## src/rtl/frame_wr_sched_pkg.sv

```systemverilog
// frame_wr_sched_pkg: shared SDRAM write-side types, defaults and address layout
package frame_wr_sched_pkg;
  typedef enum logic [1:0] {IDLE, WAIT_FIFO, REQ, DONE} wr_state_e;
  localparam int BURST_LEN_DEF = 512;
  localparam int ROWS_PER_FRAME_DEF = 128;
  localparam int ADDR_W = 24;
  localparam int ROW_W = 13;
  localparam int ROW_LSB = 9;
  // [23]=0, [22]=bank, [21:9]=row, [8:0]=0
  function automatic logic [ADDR_W-1:0] wr_addr(input logic bank, input logic [ROW_W-1:0] row);
    return {1'b0, bank, row, {ROW_LSB{1'b0}}};
  endfunction
endpackage

```

## src/rtl/frame_wr_sched_if.sv

```systemverilog
// frame_wr_sched_if: burst write handshake towards the SDRAM controller
interface frame_wr_sched_if;
  import frame_wr_sched_pkg::*;
  logic              wr_sdram_req;
  logic              wr_sdram_ack;
  logic [ADDR_W-1:0] wr_sdram_add;
  modport master (output wr_sdram_req, output wr_sdram_add, input wr_sdram_ack);
  modport slave  (input wr_sdram_req, input wr_sdram_add, output wr_sdram_ack);
endinterface

```

## src/rtl/frame_wr_sched.sv

```systemverilog
// frame_wr_sched: schedules camera FIFO bursts into double-buffered SDRAM frame banks
module frame_wr_sched
  import frame_wr_sched_pkg::*;
#(
  parameter int BURST_LEN      = BURST_LEN_DEF,
  parameter int ROWS_PER_FRAME = ROWS_PER_FRAME_DEF,
  parameter int FIFO_W         = 11
) (
  input  logic              clk_133M_i,
  input  logic              rst_133i,
  input  logic [FIFO_W-1:0] fifo_used_i,
  input  logic              frame_start_i,
  frame_wr_sched_if.master  wr,
  output logic              frame_done,
  output logic              frame_valid,
  output logic              rd_bank,
  output logic [7:0]        frame_cnt,
  output logic [1:0]        err_flags
);
  wr_state_e state_q, state_d;
  logic [ROW_W-1:0] row_q, row_d;
  logic bank_q, restart_q, restart_d, frame_valid_q, rd_bank_q;
  logic fifo_ok, ack, restart, last_row;
  logic [7:0] frame_cnt_q;
  logic [1:0] err_q;
  assign fifo_ok  = 32'(fifo_used_i) >= BURST_LEN;
  assign ack      = wr.wr_sdram_ack && state_q == REQ;
  assign restart  = restart_q || frame_start_i;
  assign last_row = row_q == ROW_W'(ROWS_PER_FRAME - 1);
  always_ff @(posedge clk_133M_i) state_q <= rst_133i ? IDLE : state_d;
  always_comb begin
    state_d = state_q;
    unique case (state_q)
      IDLE:      state_d = frame_start_i ? WAIT_FIFO : IDLE;
      WAIT_FIFO: state_d = (fifo_ok && !frame_start_i) ? REQ : WAIT_FIFO;
      REQ:       state_d = !ack ? REQ : (restart || !last_row) ? WAIT_FIFO : DONE;
      DONE:      state_d = frame_start_i ? WAIT_FIFO : IDLE;
    endcase
  end
  always_comb begin
    wr.wr_sdram_req = state_q == REQ;
    frame_done      = state_q == DONE;
  end
  // a frame_start seen during REQ is held until the burst's ack retires it
  always_comb begin
    row_d = (state_q == DONE || (ack && restart) ||
             (frame_start_i && (state_q == IDLE || state_q == WAIT_FIFO))) ? '0 :
            ack ? row_q + ROW_W'(1) : row_q;
    restart_d = state_q == REQ && !ack && restart;
  end
  always_ff @(posedge clk_133M_i) begin
    if (rst_133i) begin
      row_q         <= '0;
      bank_q        <= 1'b0;
      restart_q     <= 1'b0;
      frame_valid_q <= 1'b0;
      rd_bank_q     <= 1'b0;
      frame_cnt_q   <= '0;
      err_q         <= '0;
    end else begin
      row_q         <= row_d;
      restart_q     <= restart_d;
      bank_q        <= bank_q ^ (state_q == DONE);
      frame_valid_q <= frame_valid_q || state_q == DONE;
      rd_bank_q     <= state_q == DONE ? bank_q : rd_bank_q;
      frame_cnt_q   <= frame_cnt_q + 8'(state_q == DONE);
      err_q         <= err_q | {frame_start_i && (state_q == WAIT_FIFO || state_q == REQ),
                                &fifo_used_i};
    end
  end
  assign wr.wr_sdram_add = wr_addr(bank_q, row_q);
  assign frame_valid     = frame_valid_q;
  assign rd_bank         = rd_bank_q;
  assign frame_cnt       = frame_cnt_q;
  assign err_flags       = err_q;
endmodule

```

## src/flat_wrapper.sv

```systemverilog
// flat-port wrapper written by rule: the top's interface ports become plain ports
module frame_wr_sched_flat import frame_wr_sched_pkg::*;
#(
  parameter int BURST_LEN      = BURST_LEN_DEF,
  parameter int ROWS_PER_FRAME = ROWS_PER_FRAME_DEF,
  parameter int FIFO_W         = 11
)
  (clk_133M_i, rst_133i, fifo_used_i, frame_start_i, frame_done, frame_valid, rd_bank, frame_cnt, err_flags, wr_wr_sdram_req, wr_wr_sdram_add, wr_wr_sdram_ack);
  frame_wr_sched_if wr_i ();
  input  logic clk_133M_i;
  input  logic rst_133i;
  input  logic [FIFO_W-1:0] fifo_used_i;
  input  logic frame_start_i;
  output logic frame_done;
  output logic frame_valid;
  output logic rd_bank;
  output logic [7:0] frame_cnt;
  output logic [1:0] err_flags;
  output wire logic [$bits(wr_i.wr_sdram_req)-1:0] wr_wr_sdram_req;
  output wire logic [$bits(wr_i.wr_sdram_add)-1:0] wr_wr_sdram_add;
  input wire logic [$bits(wr_i.wr_sdram_ack)-1:0] wr_wr_sdram_ack;
  assign wr_wr_sdram_req = wr_i.wr_sdram_req;
  assign wr_wr_sdram_add = wr_i.wr_sdram_add;
  assign wr_i.wr_sdram_ack = wr_wr_sdram_ack;
  frame_wr_sched #(.BURST_LEN(BURST_LEN), .ROWS_PER_FRAME(ROWS_PER_FRAME), .FIFO_W(FIFO_W)) u_core (.clk_133M_i(clk_133M_i), .rst_133i(rst_133i), .fifo_used_i(fifo_used_i), .frame_start_i(frame_start_i), .wr(wr_i), .frame_done(frame_done), .frame_valid(frame_valid), .rd_bank(rd_bank), .frame_cnt(frame_cnt), .err_flags(err_flags));
endmodule
```

## config.mk

```make
export PLATFORM = sky130hd
export DESIGN_NAME = frame_wr_sched_flat
export DESIGN_NICKNAME = d
export VERILOG_FILES = /design/src/rtl/frame_wr_sched_pkg.sv /design/src/rtl/frame_wr_sched_if.sv /design/src/rtl/frame_wr_sched.sv /design/src/flat_wrapper.sv
export SDC_FILE = /design/constraint.sdc
export NUM_CORES = 1
export LEC_CHECK = 0
export CAP_MARGIN = 15
export CORE_UTILIZATION = 24
export CTS_CLUSTER_SIZE = 14
export DETAILED_ROUTE_END_ITERATION = 10
export HOLD_SLACK_MARGIN = 0.12
export PLACE_DENSITY_LB_ADDON = 0.08
export SYNTH_ARGS = -nofsm -noshare
export SYNTH_HDL_FRONTEND = slang
export SYNTH_SLANG_ARGS = --single-unit
```

## constraint.sdc

```tcl
create_clock -name clk_133M_i -period 2.19 [get_ports clk_133M_i]
set_input_delay 0.219 -clock clk_133M_i [delete_from_list [all_inputs] [get_ports clk_133M_i]]
set_output_delay 0.219 -clock clk_133M_i [all_outputs]
set_load 0.05 [all_outputs]
```

==> metrics.txt <==
slew margin rel.=66.3%; Fin Clk Skew=between 0.003 and 0.004 ns; fillers=624; CTS tree=done; crit-path cells=ha_1, ha_1, nand3_1, or4_1, a21oi_1; Worst-path clk slew=0.06 ns; Worst Path Arrival=2.16 ns; Root Driver=clkbuf_8; slowest CP cell=or4_1; total negative slack for setup checks=0 ns; Max IR drop VDD=around 0.00021 V; Syn Inst Count=between 150 and 200; setup violators final=0; Synth Area per Inst=just over 9 µm²; I/O pin total=53; Cell Rows=28; max frequency=515 MHz; Worst R2R End=u_core.frame_cnt[7]$_SDFF_PP0_; HP Class=register to register; Worst-Margin Slew=0.503 ns; drt pass-1 iters=4; P&R area growth vs syn=34.8%; CP endpoint kind=register; DRT antenna net count=0; htree depth=2; FF+latch count, synth=29; worst slack, placed=0.195 ns; port bufs=42; Post-CTS Setup Inserts=0; status=finished, final reports clean; Die Wd=81.3 µm; power density cells=between 500 and 600 mW/mm²; CTS Buf Count=5; top post-synthesis cells by area=dfxtp_1 (39%), ha_1 (5.8%), buf_4 (5.5%); fin worst setup slack=0.249 ns; part of the cycle the worst path needs=88.6%; post-synth top area share=38.5%; Vias=1,316; first-pass GRT wire length=5.58 mm; Crit Path Max Fanout=6; leakage=0.704 nW; # clock sinks=29; number of cells on the worst reg-to-reg path=5; DR vias/cell=approximately 4.6; GRT Residual Overflow=0; CP Launch Type=register; share of cells above drive strength 1=9.57%; Crit path top cell by count=ha_1; initial antenna violation count=0; gr usage total=between 10 and 15%; detailed-route wire length=3.47 mm; worst r2r src=u_core.state_q[0]$_SDFF_PP0_; Max-cap violations=0; DRC Markers=0; DP HPWL=2.65 mm; Final Hold Viols=0; post-synthesis sequential area ratio=approximately 39%; gp weighted congestion=0.683; CP startpoint=u_core.state_q[0]$_SDFF_PP0_; number of cells on the worst hold path=2; average routed wire per standard cell=roughly 12 µm; Core Region=0.00599 mm²; Tmin final=1.94 ns; Netlist cell types=37; Initial Util=25.2%; dominant cell type by area after synthesis=dfxtp_1; post-cts resize count=0; Crit path required time=2.40 ns; max-slew violations=0; insertion delay to the later sink of the worst-skew pair=0.28 ns; CTS max path bufs=2; end point of the critical path=u_core.frame_cnt[7]$_SDFF_PP0_; DRT iter0 DRCs=between 40 and 50; Die Height=around 81 µm; full die area=0.00660 mm²; vias in the first global route=1,200; Worst R2R Setup Slack=around 0.25 ns; # hold bufs at CTS=0; ant diodes=0; fin nets=230; largest net degree at the start of global routing=17; unrepaired setup endpoints after global routing=no; worst setup path class=register to register; YS warnings=0; CP peak stage delay=0.55 ns; Cell Area, Synth=roughly 0.0015 mm²
==> cells by family (layout without fill, tap and decap cells) <==
family	Yosys count	count (layout)	share of synthesized area (%)
AO/OA/AOI/OAI	26	26	10.5
XOR/XNOR	6	6	3.49
adder cells (fa/ha/maj)	7	7	5.81
buffers and inverters	23	59	9.46
flip-flops	29	29	38.5
multiplexers	5	5	3.32
other	1	10	0.249
AND/OR/NAND/NOR	67	67	28.7
==> Yosys cell counts (all sizes together) <==
library cell / instances
mux2i: 5
nand2: 8
clkbuf: 2
o211ai: 1
and2: 1
xnor2: 3
nand2b: 1
nor4b: 1
a221oi: 1
dfxtp: 29
nand4: 11
xor2: 3
ha: 7
nand3: 8
nor4: 5
nor4bb: 1
nor2: 13
conb: 1
a21oi: 12
o31a: 1
o31ai: 3
a31oi: 1
or3: 8
nor2b: 2
nand4b: 5
o21ai: 7
or4: 3
buf: 14
inv: 7
==> layout by cell type, fill, tap and decap left out, types with 3 or more instances in the layout <==
cell	synthesis	layout
nand4_4	3	3
clkbuf_8	0	5
conb_1	1	10
nand2_1	8	8
o21ai_0	6	6
o31ai_1	3	3
clkdlybuf4s50_1	0	40
nand4b_1	5	5
nand3_1	7	7
or4_1	3	3
xnor2_1	3	3
buf_4	11	4
nor2_1	12	12
a21oi_1	12	12
or3_1	7	7
nor4_1	5	5
dfxtp_1	29	29
mux2i_1	5	5
xor2_1	3	3
inv_1	6	6
ha_1	7	7
nand4_1	8	8
==> per-layer routing <==
metal | share of wire, % | track usage (%) | wire, µm
met3 | 6.2 | 4.04 | 216
met5 | 0 | 0 | 0
met2 | 45 | 17.2 | 1550
met1 | 48 | 14.0 | 1660
met4 | 1.3 | 5.18 | 44
==> critical path, delay by kind of cell, from the launching register on <==
family / cells / cell delay, ns
compound gates: 1 / 0.15
fa+ha+maj: 2 / 0.62
flops: 1 / 0.37
simple gates: 2 / 0.74
==> power breakdown <==
group	internal (W)	leakage, nW	switching (W)
Combinational	0.0000450	0.425	0.0000924
Sequential	0.000533	0.234	0.00000398
Clock	0.000220	0.0450	0.000203
Total	0.000797	0.704	0.000299
==> per-stage QoR <==
stage / hold WS (ns) / cell area (µm²) / utilization [%] / cells / total power (W)
finish: 0.457 / 2030 / 33.9 / 284 / 0.00110
global route: 0.494 / 2030 / 33.9 / 284 / 0.00115
CTS: 0.466 / 2030 / 33.9 / 284 / 0.00111
detailed placement: 0.456 / 1950 / 32.5 / 276 / 0.000686
global placement: 0.453 / 1950 / 32.5 / 276 / 0.000685
floorplan: 0.439 / 1540 / - / 173 / 0.000658
==> flip-flops by register name, indices dropped and copies added (netlist names) <==
| name | cells |
|---|---|
| u_core.rd_bank | 1 |
| u_core.frame_valid | 1 |
| u_core.frame_cnt | 8 |
| u_core.err_flags | 2 |
| u_core.row_q | 13 |
| u_core.restart_q | 1 |
| u_core.bank_q | 1 |
| u_core.state_q | 2 |
==> how the worst min path moves through the flow <==
stage / endpoint / slack (ns) / start
global placement: u_core.frame_valid$_SDFF_PP0_ / 0.45 / u_core.frame_valid$_SDFF_PP0_
floorplan: u_core.restart_q$_SDFF_PP0_ / 0.44 / wr_wr_sdram_ack
finish: u_core.err_flags[0]$_SDFF_PP0_ / 0.46 / u_core.err_flags[0]$_SDFF_PP0_
detailed placement: u_core.err_flags[0]$_SDFF_PP0_ / 0.46 / u_core.err_flags[0]$_SDFF_PP0_
CTS: u_core.err_flags[0]$_SDFF_PP0_ / 0.47 / u_core.err_flags[0]$_SDFF_PP0_
global route: u_core.frame_valid$_SDFF_PP0_ / 0.49 / u_core.frame_valid$_SDFF_PP0_
==> area by class of cell <==
class                           count  area (µm²)  area share [%]
Multi-Input combinational cell    121         818            40.3
Sequential cell                    29         581            28.6
Timing Repair Buffer               44         430            21.2
Tap cell                           75        93.8            4.62
Clock buffer                        6        72.6            3.57
Inverter                            7        26.3            1.29
Clock inverter                      2        10.0           0.493
(Power assumes the default switching activity.)
